### src/rtl/lsu_align_if.sv
// Request and data-memory bus of the load/store alignment unit.
// valid/ready: a request transfers on the rising edge where req_valid && req_ready; the requester holds all req_* fields stable until then.
interface lsu_align_if #(
  parameter int DM_ADDRESS = 9,
  parameter int DATA_W     = 64
);
  logic                  req_valid;
  logic                  req_ready;
  logic                  req_load;
  logic                  req_store;
  logic [2:0]            funct3;
  logic [DATA_W-1:0]     addr;
  logic [DATA_W-1:0]     store_data;
  logic                  dm_MemRead;
  logic                  dm_MemWrite;
  logic [DM_ADDRESS-1:0] dm_a;
  logic [DATA_W-1:0]     dm_wd;
  logic [DATA_W-1:0]     dm_rd;
  logic                  resp_valid;
  logic                  resp_err;
  logic [DATA_W-1:0]     load_data;

  modport slave (
    input  req_valid, req_load, req_store, funct3, addr, store_data, dm_rd,
    output req_ready, dm_MemRead, dm_MemWrite, dm_a, dm_wd, resp_valid, resp_err, load_data
  );

  modport master (
    output req_valid, req_load, req_store, funct3, addr, store_data, dm_rd,
    input  req_ready, dm_MemRead, dm_MemWrite, dm_a, dm_wd, resp_valid, resp_err, load_data
  );
endinterface

### src/rtl/lsu_align.sv
// Load/store alignment unit: checks natural alignment, drives the doubleword memory,
// merges sub-doubleword stores by read-modify-write and extends load data.
module lsu_align #(
  parameter int DM_ADDRESS = 9,
  parameter int DATA_W     = 64
) (
  input  logic        clk,
  input  logic        rst_n,
  lsu_align_if.slave  bus,
  output logic [1:0]  o_dbg_state
);

  typedef enum logic [1:0] {S_IDLE = 2'd0, S_RD = 2'd1, S_WR = 2'd2, S_RSP = 2'd3} state_t;

  state_t                r_state;
  logic                  r_is_load;
  logic [2:0]            r_funct3;
  logic [2:0]            r_off;
  logic [DATA_W-1:0]     r_store_data;
  logic                  r_ready;
  logic                  r_mem_read;
  logic                  r_mem_write;
  logic [DM_ADDRESS-1:0] r_dm_a;
  logic [DATA_W-1:0]     r_dm_wd;
  logic                  r_resp_valid;
  logic                  r_resp_err;
  logic [DATA_W-1:0]     r_load_data;

  logic                  w_misalign;
  logic                  w_err;
  logic [5:0]            w_shift;
  logic [DATA_W-1:0]     w_lane;
  logic [DATA_W-1:0]     w_ext;
  logic [DATA_W-1:0]     w_mask;
  logic [DATA_W-1:0]     w_mask_sh;
  logic [DATA_W-1:0]     w_merge;

  always_comb begin
    w_misalign = 1'b0;
    case (bus.funct3[1:0])
      2'b01:   w_misalign = bus.addr[0];
      2'b10:   w_misalign = |bus.addr[1:0];
      2'b11:   w_misalign = |bus.addr[2:0];
      default: w_misalign = 1'b0;
    endcase
    w_err = (bus.req_load == bus.req_store) || (bus.funct3 == 3'b111) ||
            (bus.req_store && bus.funct3[2]) || w_misalign;
  end

  // Lane extraction and store merge both work off the latched byte offset.
  assign w_shift = {r_off, 3'b000};
  assign w_lane  = bus.dm_rd >> w_shift;

  always_comb begin
    w_ext = w_lane;
    case (r_funct3)
      3'b000:  w_ext = {{56{w_lane[7]}},  w_lane[7:0]};
      3'b001:  w_ext = {{48{w_lane[15]}}, w_lane[15:0]};
      3'b010:  w_ext = {{32{w_lane[31]}}, w_lane[31:0]};
      3'b100:  w_ext = {56'd0, w_lane[7:0]};
      3'b101:  w_ext = {48'd0, w_lane[15:0]};
      3'b110:  w_ext = {32'd0, w_lane[31:0]};
      default: w_ext = w_lane;
    endcase
  end

  always_comb begin
    w_mask = '1;
    case (r_funct3[1:0])
      2'b00:   w_mask = 64'h0000_0000_0000_00FF;
      2'b01:   w_mask = 64'h0000_0000_0000_FFFF;
      2'b10:   w_mask = 64'h0000_0000_FFFF_FFFF;
      default: w_mask = '1;
    endcase
    w_mask_sh = w_mask << w_shift;
    w_merge   = (bus.dm_rd & ~w_mask_sh) | ((r_store_data << w_shift) & w_mask_sh);
  end

  always_ff @(posedge clk or negedge rst_n) begin
    if (!rst_n) begin
      r_state      <= S_IDLE;
      r_is_load    <= 1'b0;
      r_funct3     <= 3'd0;
      r_off        <= 3'd0;
      r_store_data <= '0;
      r_ready      <= 1'b1;
      r_mem_read   <= 1'b0;
      r_mem_write  <= 1'b0;
      r_dm_a       <= '0;
      r_dm_wd      <= '0;
      r_resp_valid <= 1'b0;
      r_resp_err   <= 1'b0;
      r_load_data  <= '0;
    end else begin
      case (r_state)
        S_IDLE: begin
          if (bus.req_valid) begin
            r_ready      <= 1'b0;
            r_is_load    <= bus.req_load;
            r_funct3     <= bus.funct3;
            r_off        <= bus.addr[2:0];
            r_store_data <= bus.store_data;
            if (w_err) begin
              r_state      <= S_RSP;
              r_resp_valid <= 1'b1;
              r_resp_err   <= 1'b1;
            end else begin
              r_dm_a <= {bus.addr[DM_ADDRESS-1:3], 3'b000};
              if (bus.req_store && (bus.funct3 == 3'b011)) begin
                r_state     <= S_WR;
                r_mem_write <= 1'b1;
                r_dm_wd     <= bus.store_data;
              end else begin
                r_state    <= S_RD;
                r_mem_read <= 1'b1;
              end
            end
          end
        end
        S_RD: begin
          r_mem_read <= 1'b0;
          if (r_is_load) begin
            r_state      <= S_RSP;
            r_dm_a       <= '0;
            r_resp_valid <= 1'b1;
            r_load_data  <= w_ext;
          end else begin
            r_state     <= S_WR;
            r_mem_write <= 1'b1;
            r_dm_wd     <= w_merge;
          end
        end
        S_WR: begin
          r_state      <= S_RSP;
          r_mem_write  <= 1'b0;
          r_dm_a       <= '0;
          r_dm_wd      <= '0;
          r_resp_valid <= 1'b1;
        end
        S_RSP: begin
          r_state      <= S_IDLE;
          r_ready      <= 1'b1;
          r_resp_valid <= 1'b0;
          r_resp_err   <= 1'b0;
          r_load_data  <= '0;
        end
        default: r_state <= S_IDLE;
      endcase
    end
  end

  assign bus.req_ready   = r_ready;
  assign bus.dm_MemRead  = r_mem_read;
  assign bus.dm_MemWrite = r_mem_write;
  assign bus.dm_a        = r_dm_a;
  assign bus.dm_wd       = r_dm_wd;
  assign bus.resp_valid  = r_resp_valid;
  assign bus.resp_err    = r_resp_err;
  assign bus.load_data   = r_load_data;
  assign o_dbg_state     = r_state;

endmodule

### src/flat_wrapper.sv
// flat-port wrapper written by rule: the top's interface ports become plain ports
module lsu_align_flat 
#(
  parameter int DM_ADDRESS = 9,
  parameter int DATA_W     = 64
)
  (clk, rst_n, o_dbg_state, bus_req_valid, bus_req_load, bus_req_store, bus_funct3, bus_addr, bus_store_data, bus_dm_rd, bus_req_ready, bus_dm_MemRead, bus_dm_MemWrite, bus_dm_a, bus_dm_wd, bus_resp_valid, bus_resp_err, bus_load_data);
  lsu_align_if #(.DM_ADDRESS(DM_ADDRESS), .DATA_W(DATA_W)) bus_i ();
  input  logic clk;
  input  logic rst_n;
  output logic [1:0] o_dbg_state;
  input wire logic [$bits(bus_i.req_valid)-1:0] bus_req_valid;
  input wire logic [$bits(bus_i.req_load)-1:0] bus_req_load;
  input wire logic [$bits(bus_i.req_store)-1:0] bus_req_store;
  input wire logic [$bits(bus_i.funct3)-1:0] bus_funct3;
  input wire logic [$bits(bus_i.addr)-1:0] bus_addr;
  input wire logic [$bits(bus_i.store_data)-1:0] bus_store_data;
  input wire logic [$bits(bus_i.dm_rd)-1:0] bus_dm_rd;
  output wire logic [$bits(bus_i.req_ready)-1:0] bus_req_ready;
  output wire logic [$bits(bus_i.dm_MemRead)-1:0] bus_dm_MemRead;
  output wire logic [$bits(bus_i.dm_MemWrite)-1:0] bus_dm_MemWrite;
  output wire logic [$bits(bus_i.dm_a)-1:0] bus_dm_a;
  output wire logic [$bits(bus_i.dm_wd)-1:0] bus_dm_wd;
  output wire logic [$bits(bus_i.resp_valid)-1:0] bus_resp_valid;
  output wire logic [$bits(bus_i.resp_err)-1:0] bus_resp_err;
  output wire logic [$bits(bus_i.load_data)-1:0] bus_load_data;
  assign bus_i.req_valid = bus_req_valid;
  assign bus_i.req_load = bus_req_load;
  assign bus_i.req_store = bus_req_store;
  assign bus_i.funct3 = bus_funct3;
  assign bus_i.addr = bus_addr;
  assign bus_i.store_data = bus_store_data;
  assign bus_i.dm_rd = bus_dm_rd;
  assign bus_req_ready = bus_i.req_ready;
  assign bus_dm_MemRead = bus_i.dm_MemRead;
  assign bus_dm_MemWrite = bus_i.dm_MemWrite;
  assign bus_dm_a = bus_i.dm_a;
  assign bus_dm_wd = bus_i.dm_wd;
  assign bus_resp_valid = bus_i.resp_valid;
  assign bus_resp_err = bus_i.resp_err;
  assign bus_load_data = bus_i.load_data;
  lsu_align #(.DM_ADDRESS(DM_ADDRESS), .DATA_W(DATA_W)) u_core (.clk(clk), .rst_n(rst_n), .bus(bus_i), .o_dbg_state(o_dbg_state));
endmodule
### config.mk
export PLATFORM = sky130hd
export DESIGN_NAME = lsu_align_flat
export DESIGN_NICKNAME = d
export VERILOG_FILES = /design/src/rtl/lsu_align_if.sv /design/src/rtl/lsu_align.sv /design/src/flat_wrapper.sv
export SDC_FILE = /design/constraint.sdc
export NUM_CORES = 1
export LEC_CHECK = 0
export BUFFER_PORTS_ARGS = -buffer_cell sky130_fd_sc_hd__buf_2
export CORE_MARGIN = 2
export CORE_UTILIZATION = 50
export CTS_BUF_LIST = sky130_fd_sc_hd__clkbuf_8
export DETAILED_ROUTE_END_ITERATION = 10
export PLACE_DENSITY = 0.79
export SLEW_MARGIN = 5
export SYNTH_ARGS = -nofsm -noshare
export SYNTH_HDL_FRONTEND = slang
export SYNTH_SLANG_ARGS = --single-unit
### constraint.sdc
create_clock -name clk -period 2.14 [get_ports clk]
set_input_delay 0.107 -clock clk [delete_from_list [all_inputs] [get_ports clk]]
set_output_delay 0.107 -clock clk [all_outputs]
set_load 0.05 [all_outputs]
==> summary.md, run 1 <==
| Metric | Value |
|---|---|
| Adder-cell share of the synthesized area | less than 1% |
| H-Tree Depth | 2 |
| DRT iter0 DRCs | about 1700 |
| Post-synth EDFFs | 0 |
| Area delta synth->final | 38.35% |
| Initial Utilization | about half |
| TritonRoute pass-1 iters | 6 |
| Ports | around 340 |
| Leak | around 8.7 nW |
| Worst Path Required | approximately 2600 ps |
| Mux contribution to synthesized area | around 28% |
| Area after DPL | 0.01578 mm2 |
| Pwr/cell area | approximately 1900 mW/mm2 |
| CORE AREA | between 0.02 and 0.03 mm2 |
| Vias per Instance | 6.418 |
| Period minus WS final | between 2000 and 2500 ps |
| DR WL/cell | 27.64 um |
| TritonCTS Sinks | around 210 |
| Synth area leader | dfrtp_1 |
| Most used cell, CP | buf_12 |
| Final cell count without fillers | ~2100 |
| DRC violations left | 0 |
| Number of global-route vias before repair | 12770 |
| Syn Inst Count | between 1000 and 1500 |
| Peak supply drop | 1.271 mV |
| RR Startpoint | u_core.o_dbg_state[0]$_DFFE_PN0N_ |
| Synth async-reset ratio | 100.0% |
| Hold Crit Class | in -> reg |
| Worst Path Arrival | roughly 2700 ps |
| Total wire length | approximately 57000 um |
| Pwr Total | about 35 mW |
| Synth Cell Area | around 0.013 mm2 |
| Min-delay src | bus_dm_rd[59] |
| Cell Chain, Critical Path | ha_4 > buf_12 > clkinv_8 > nand2_8 > o32ai_4 > nand3_4 > buf_12 > clkbuf_16 > mux2_2 |
| Final setup vio count | 94 |
| Grt total ovfl | 0 |
| Height of the die | between 150 and 200 um |
| Area of the die | about 0.028 mm2 |
| Post-DP HPWL | between 40000 and 50000 um |
| Crit path launch | u_core.o_dbg_state[0]$_DFFE_PN0N_ |
| Crit path largest cell delay | between 500 and 600 ps |
| Final nets | 1901 |
| Main area contributors after synthesis | dfrtp_1 (40%), mux2_2 (14%), mux2i_1 (9.8%), mux4_2 (3.9%), nand2_1 (3.0%) |
| Root buf cell | clkbuf_8 |
| Total GRT Usage | 38.23% |
| Hold Violations, Final | 0 |
| Reg clk slew, reported paths | about 60 ps |
| Post-synthesis sequential area ratio | around two fifths |
| Post-Syn Area per Cell | 10.69 um2 |
| TritonCTS Buffers | 37 |
| Setup CP Type | reg -> reg |
| Synth top area share | 40.22% |
| Compound-Gate Fraction of Synth Area | 17.04% |
| Layout cells sized above 1 | a little under half |
| Primary FF master, synth | dfrtp_1 |
| Simple-gate share of the synthesized area | 8.703% |
| Status | complete, but fails checks |
| Startpoint Class | flop |
| Most common cell after layout, fill and taps aside | buf_2 |
| PortBufs | between 200 and 300 |
| Placed cell count | approximately 1900 |
| First-pass GRT wire length | 80330 um |
| Worst Setup End Kind | flop |
| Std cell rows | 59 |
| Slowest cell on crit path | dfrtp_4 |
| Final RePlAce weighted congestion | roughly 1 |
| Antenna violations before repair | 2 |
| Synth Warn # | 0 |
| Largest family of logic cells by synthesized area | multiplexers |
| Filler cell count | 1862 |
| DR vias | roughly 13000 |
| Largest net degree at the start of global routing | between 70 and 80 |
| Maxcap violations | 0 |
| Violated checks | setup timing |
| Clock Latency Late Sink | about 540 ps |
| Worst Skew | about 27 ps |
| Die Width | between 150 and 200 um |
| Fin area | 0.01816 mm2 |
| Transition time of the tightest slew-check pin | around 720 ps |
| Synth Register Bits | approximately 210 |
| CTS tree | done |
| Final setup TNS | -8409 ps |
| Synth Area in XOR/XNOR | 0% |
| Max Root-Sink Buffers | 3 |
| Slack of the critical path | -142.6 ps |
| Fin. max-slew vios | 0 |
| CP Max Fanout | 8 |
| Unique masters post-synth | 64 |
| Tcrit/Tclk final | 106.7% |
| Unrepaired setup endpoints after global routing | yes |
| Rel. slew slack | 51.56% |
| Final ANT Viol Nets | 0 |
| Most frequent cells in the layout | buf_2 (284), dfrtp_1 (205), mux2_2 (166), buf_4 (123), mux2i_1 (116) |
| Fmax | around 440 MHz |
registers in the layout, summed over array words and instances, names as in the netlist:
register	flops
u_core.bus.dm_MemRead	1
u_core.bus.dm_MemWrite	1
u_core.bus.dm_a	6
u_core.bus.dm_wd	64
u_core.bus.load_data	64
u_core.bus.req_ready	1
u_core.bus.resp_err	1
u_core.bus.resp_valid	1
u_core.o_dbg_state	2
u_core.r_funct3	3
u_core.r_is_load	1
u_core.r_off	3
u_core.r_store_data	64
final timing paths:
kind / end / slack, ps / cells after the start
max in group asynchronous: u_core.bus.load_data[48]$_DFFE_PN0P_ / 1320 / 3
worst min register to register: u_core.bus.load_data[57]$_DFFE_PN0P_ / 470 / 2
min in group asynchronous: u_core.r_store_data[18]$_DFFE_PN0P_ / 120 / 2
worst max-delay path: u_core.bus.dm_wd[54]$_DFFE_PN0P_ / -140 / 9
worst min-delay path: u_core.bus.load_data[59]$_DFFE_PN0P_ / 20 / 3
worst max register to register: u_core.bus.dm_wd[54]$_DFFE_PN0P_ / -140 / 9
cell type report:
cell class | count | area (um2) | area share, %
Antenna cell | 1 | 2.502 | 0.01378
Multi-Input combinational cell | 893 | 7665 | 42.21
Clock inverter | 19 | 128.9 | 0.7097
Sequential cell | 212 | 5324 | 29.32
Tap cell | 335 | 419.2 | 2.308
Timing Repair Buffer | 535 | 3948 | 21.74
Inverter | 18 | 81.33 | 0.4478
Clock buffer | 43 | 591.8 | 3.259
cell families (layout without fill, tap and decap cells):
logic type,after synthesis,after routing
mux,321,321
compound gates,315,315
simple gates,248,250
flops,212,212
buf+inv,127,615
fa+ha+maj,4,4
other cells,1,4
per-layer routing:
metal  vias up  track usage [%]  routed length (um)
met5         -                0                   0
met4         0            13.50                2414
met3       185            8.317                6745
met2       978            59.61               25780
met1      6516            52.99               21870
li1       5517                -                   -
repair_timing:
action                     4_1_cts  5_1_grt
cloned                           1        8
hold buffers                    83        0
hold endpoints to repair       341        0
resized for setup               25      109
setup buffers                    1       14
setup endpoints to repair       99      120
pin swaps                        0       12
worst max-delay path, delay by kind of cell (launching register included):
| kind | cells | cell delay (ps) |
|---|---|---|
| AOI/OAI and AO/OA | 1 | 330 |
| adders and majority gates | 1 | 200 |
| buffers and inverters | 4 | 560 |
| DFF | 1 | 520 |
| muxes | 1 | 280 |
| and+or+nand+nor | 2 | 260 |
power breakdown:
part | switching (mW) | total (mW) | internal, mW | leakage, nW
Clock | 1.71 | 3.77 | 2.06 | 0.422
Sequential | 1.98 | 7.60 | 5.62 | 2.69
Combinational | 13.3 | 23.5 | 10.3 | 5.61
Total | 17.0 | 34.9 | 18.0 | 8.72
metrics by stage:
stage | setup WS [ps] | hold WS [ps] | util, %
floorplan | -57.75 | -188.6 | -
global placement | -120.6 | 89.87 | 60.90
detailed placement | -245.2 | 92.35 | 60.90
CTS | -77.72 | 2.316 | 67.31
global route | -178.1 | 0.7240 | 70.08
finish | -142.6 | 22.49 | 70.09
cell usage after synthesis (all sizes together), types with 2 or more instances:
library cell	number
a31oi	4
o221ai	7
o2111a	2
a221o	30
o32a	2
ha	4
o22ai	11
and3	14
buf	63
o211ai	8
o32ai	4
mux2	169
clkbuf	46
a22oi	33
nand2	104
and2	3
or2	4
nand3	2
a211oi	10
nand2b	12
nor2b	20
a21oi	36
nor3	11
o21a	5
a2bb2oi	16
mux2i	129
inv	18
o21ai	93
or4	2
mux4	23
o2bb2ai	23
a221oi	3
dfrtp	211
nor2	70
a22o	8
o211a	2
o22a	9
o31ai	7
Note: power is estimated with default switching activity, not from simulation.
==> run 2, diff against run 1 <==
==> constraint.sdc (replaced) <==
create_clock -name clk -period 2 [get_ports clk]
set_input_delay 0.1 -clock clk [delete_from_list [all_inputs] [get_ports clk]]
set_output_delay 0.1 -clock clk [all_outputs]
set_load 0.05 [all_outputs]
==> run 2 against run 1 <==
Net effect:
- critical endpoint is now u_core.bus.load_data[60]$_DFFE_PN0P_
- the run still ends with setup timing left
- largest power group unchanged
- cell area up 0.90%
- worst setup slack worse by 56 ps
- worst hold slack improved by 27 ps
- routed wire length shrank 2.1%
- fmax is 3.8% higher
==> summary.md, run 2 (synthesized netlist as in run 1, its figures left out) <==
| Metric | Value |
|---|---|
| DR vias | 13080 |
| First-pass GRT wire length | ~80000 um |
| Initial Utilization | between 50% and 60% |
| Total wire length | approximately 56000 um |
| Placed cell count | roughly 1900 |
| Fin area | about 0.018 mm2 |
| Slack of the critical path | -198.5 ps |
| Area of the die | ~0.028 mm2 |
| Flop pwr share | between 20% and 30% |
| H-Tree Depth | 2 |
| Final setup vio count | about 110 |
| Layout cells sized above 1 | a little under half |
| Most frequent cells in the layout | buf_2 (284), dfrtp_1 (205), mux2_2 (159), buf_4 (154), mux2i_1 (112) |
| Total GRT Usage | around 39% |
| Grt total ovfl | 0 |
| Rel. slew slack | 59.33% |
| Leak | around 8.8 nW |
| Largest net degree at the start of global routing | 66 |
| Worst Path Required | about 2500 ps |
| TritonRoute pass-1 iters | 5 |
| Antenna violations before repair | 4 |
| Number of global-route vias before repair | approximately 13000 |
| Startpoint Class | flop |
| Switching fraction of total power | 48.33% |
| Height of the die | 166.0 um |
| CORE AREA | ~0.026 mm2 |
| Ports | 344 |
| Final nets | ~1900 |
| Fmax | 454.9 MHz |
| CP Max Fanout | 32 |
| Maxcap violations | 0 |
| Pwr/cell area | 2030 mW/mm2 |
| TritonCTS Buffers | 37 |
| Psw | 17.97 mW |
| Hold Violations, Final | 0 |
| Die Width | roughly 170 um |
| Post-DP HPWL | about 41000 um |
| Final ANT Viol Nets | 0 |
| Area after DPL | between 0.015 and 0.02 mm2 |
| CTS tree | done |
| Most common cell after layout, fill and taps aside | buf_2 |
| Status | complete, but fails checks |
| Fin. max-slew vios | 0 |
| Worst Setup End Kind | flop |
| DR WL/cell | approximately 27 um |
| Unrepaired setup endpoints after global routing | yes |
| Reg clk slew, reported paths | ~70 ps |
| Comb power frac | 68.2% |
| Final cell count without fillers | 2082 |
| Std cell rows | 59 |
| Setup CP Type | reg -> reg |
| Worst Path Arrival | about 2700 ps |
| DRC violations left | 0 |
| Pre-CTS setup slack | -344.5 ps |
| Hold Crit Class | in -> reg |
| Vias per Instance | roughly 6.3 |
| Tcrit/Tclk final | 109.9% |
| Clock Latency Late Sink | approximately 540 ps |
| Flop-to-flop setup slack | -200 ps |
| Peak supply drop | 1.781 mV |
| Period minus WS final | roughly 2200 ps |
| Area delta synth->final | 39.59% |
| DRT iter0 DRCs | around 1700 |
| PortBufs | approximately 290 |
| Root buf cell | clkbuf_8 |
| TritonCTS Sinks | between 200 and 250 |
| Transition time of the tightest slew-check pin | between 600 and 700 ps |
| Internal power | 19.22 mW |
| Violated checks | setup timing |
| Worst Skew | 27.34 ps |
| Final setup TNS | -10220 ps |
| Clk pwr share | 10.2% |
| Max Root-Sink Buffers | 3 |
| Final RePlAce weighted congestion | about 1 |
==> run 2: per-layer routing <==
metal	global-route usage, %	routed length (um)
met5	0	13
met1	52.04	21820
met4	16.07	2529
met2	60.11	25040
met3	8.937	6207
==> run 2: what timing repair did <==
item / 4_1_cts / 5_1_grt
hold endpoints to repair: 257 / 0
setup endpoints to repair: 108 / 132
hold buffers: 86 / 0
resized for setup: 61 / 67
buffers inserted: 6 / 7
cloned: 1 / 5
pin swaps: 8 / 5
==> run 2: cell type report <==
| cell class | count | area (um2) |
|---|---|---|
| multi-input cells | 891 | 7671 |
| fillers | 1870 | 7589 |
| flip-flops and latches | 212 | 5324 |
| repair buffers | 565 | 4164 |
| clock buffers | 44 | 605.6 |
| well taps | 335 | 419.2 |
| inverters | 18 | 70.07 |
| clock inverters | 16 | 66.31 |
| diodes | 1 | 2.502 |
==> run 2: power by group through the flow <==
stage          Sequential [mW]  Clock [mW]  Combinational, mW
5_1_grt                   8.08        4.02               26.5
3_3_place_gp              7.76           0               22.3
6_report                  8.01        3.81               25.4
4_1_cts                   7.78        3.83               23.6
2_1_floorplan             9.98           0               12.4
3_5_place_dp              7.81           0               22.6
==> run 2: path summary, 6_finish.rpt <==
path                       cells after the start                              endpoint                            startpoint
hold / removal                                 3      u_core.bus.dm_wd[47]$_DFFE_PN0P_                         bus_dm_rd[47]
setup reg to reg                               7  u_core.bus.load_data[60]$_DFFE_PN0P_     u_core.o_dbg_state[0]$_DFFE_PN0N_
setup / recovery                               7  u_core.bus.load_data[60]$_DFFE_PN0P_     u_core.o_dbg_state[0]$_DFFE_PN0N_
hold reg to reg                                2  u_core.bus.load_data[57]$_DFFE_PN0P_  u_core.bus.load_data[57]$_DFFE_PN0P_
max in group asynchronous                      3        u_core.bus.dm_a[5]$_DFFE_PN0P_                                 rst_n
min in group asynchronous                      2      u_core.bus.dm_wd[29]$_DFFE_PN0P_                                 rst_n
==> run 2: stage by stage <==
stage          total power, mW  hold slack [ps]  util, %
3_3_place_gp             30.04            111.3    62.07
2_1_floorplan            22.35           -195.6        -
4_1_cts                  35.22            27.22    69.19
6_report                 37.19            49.65    70.71
3_5_place_dp             30.38            121.7    62.07
5_1_grt                  38.63            21.86    70.70
==> run 2: worst max-delay path, stage by stage, from the launching register on <==
cell      delay [ps]
dfrtp_4          500
ha_4             190
nand3b_1         240
or4_4            460
o22a_2           250
nor2b_4          130
buf_12           170
o21ai_2          160
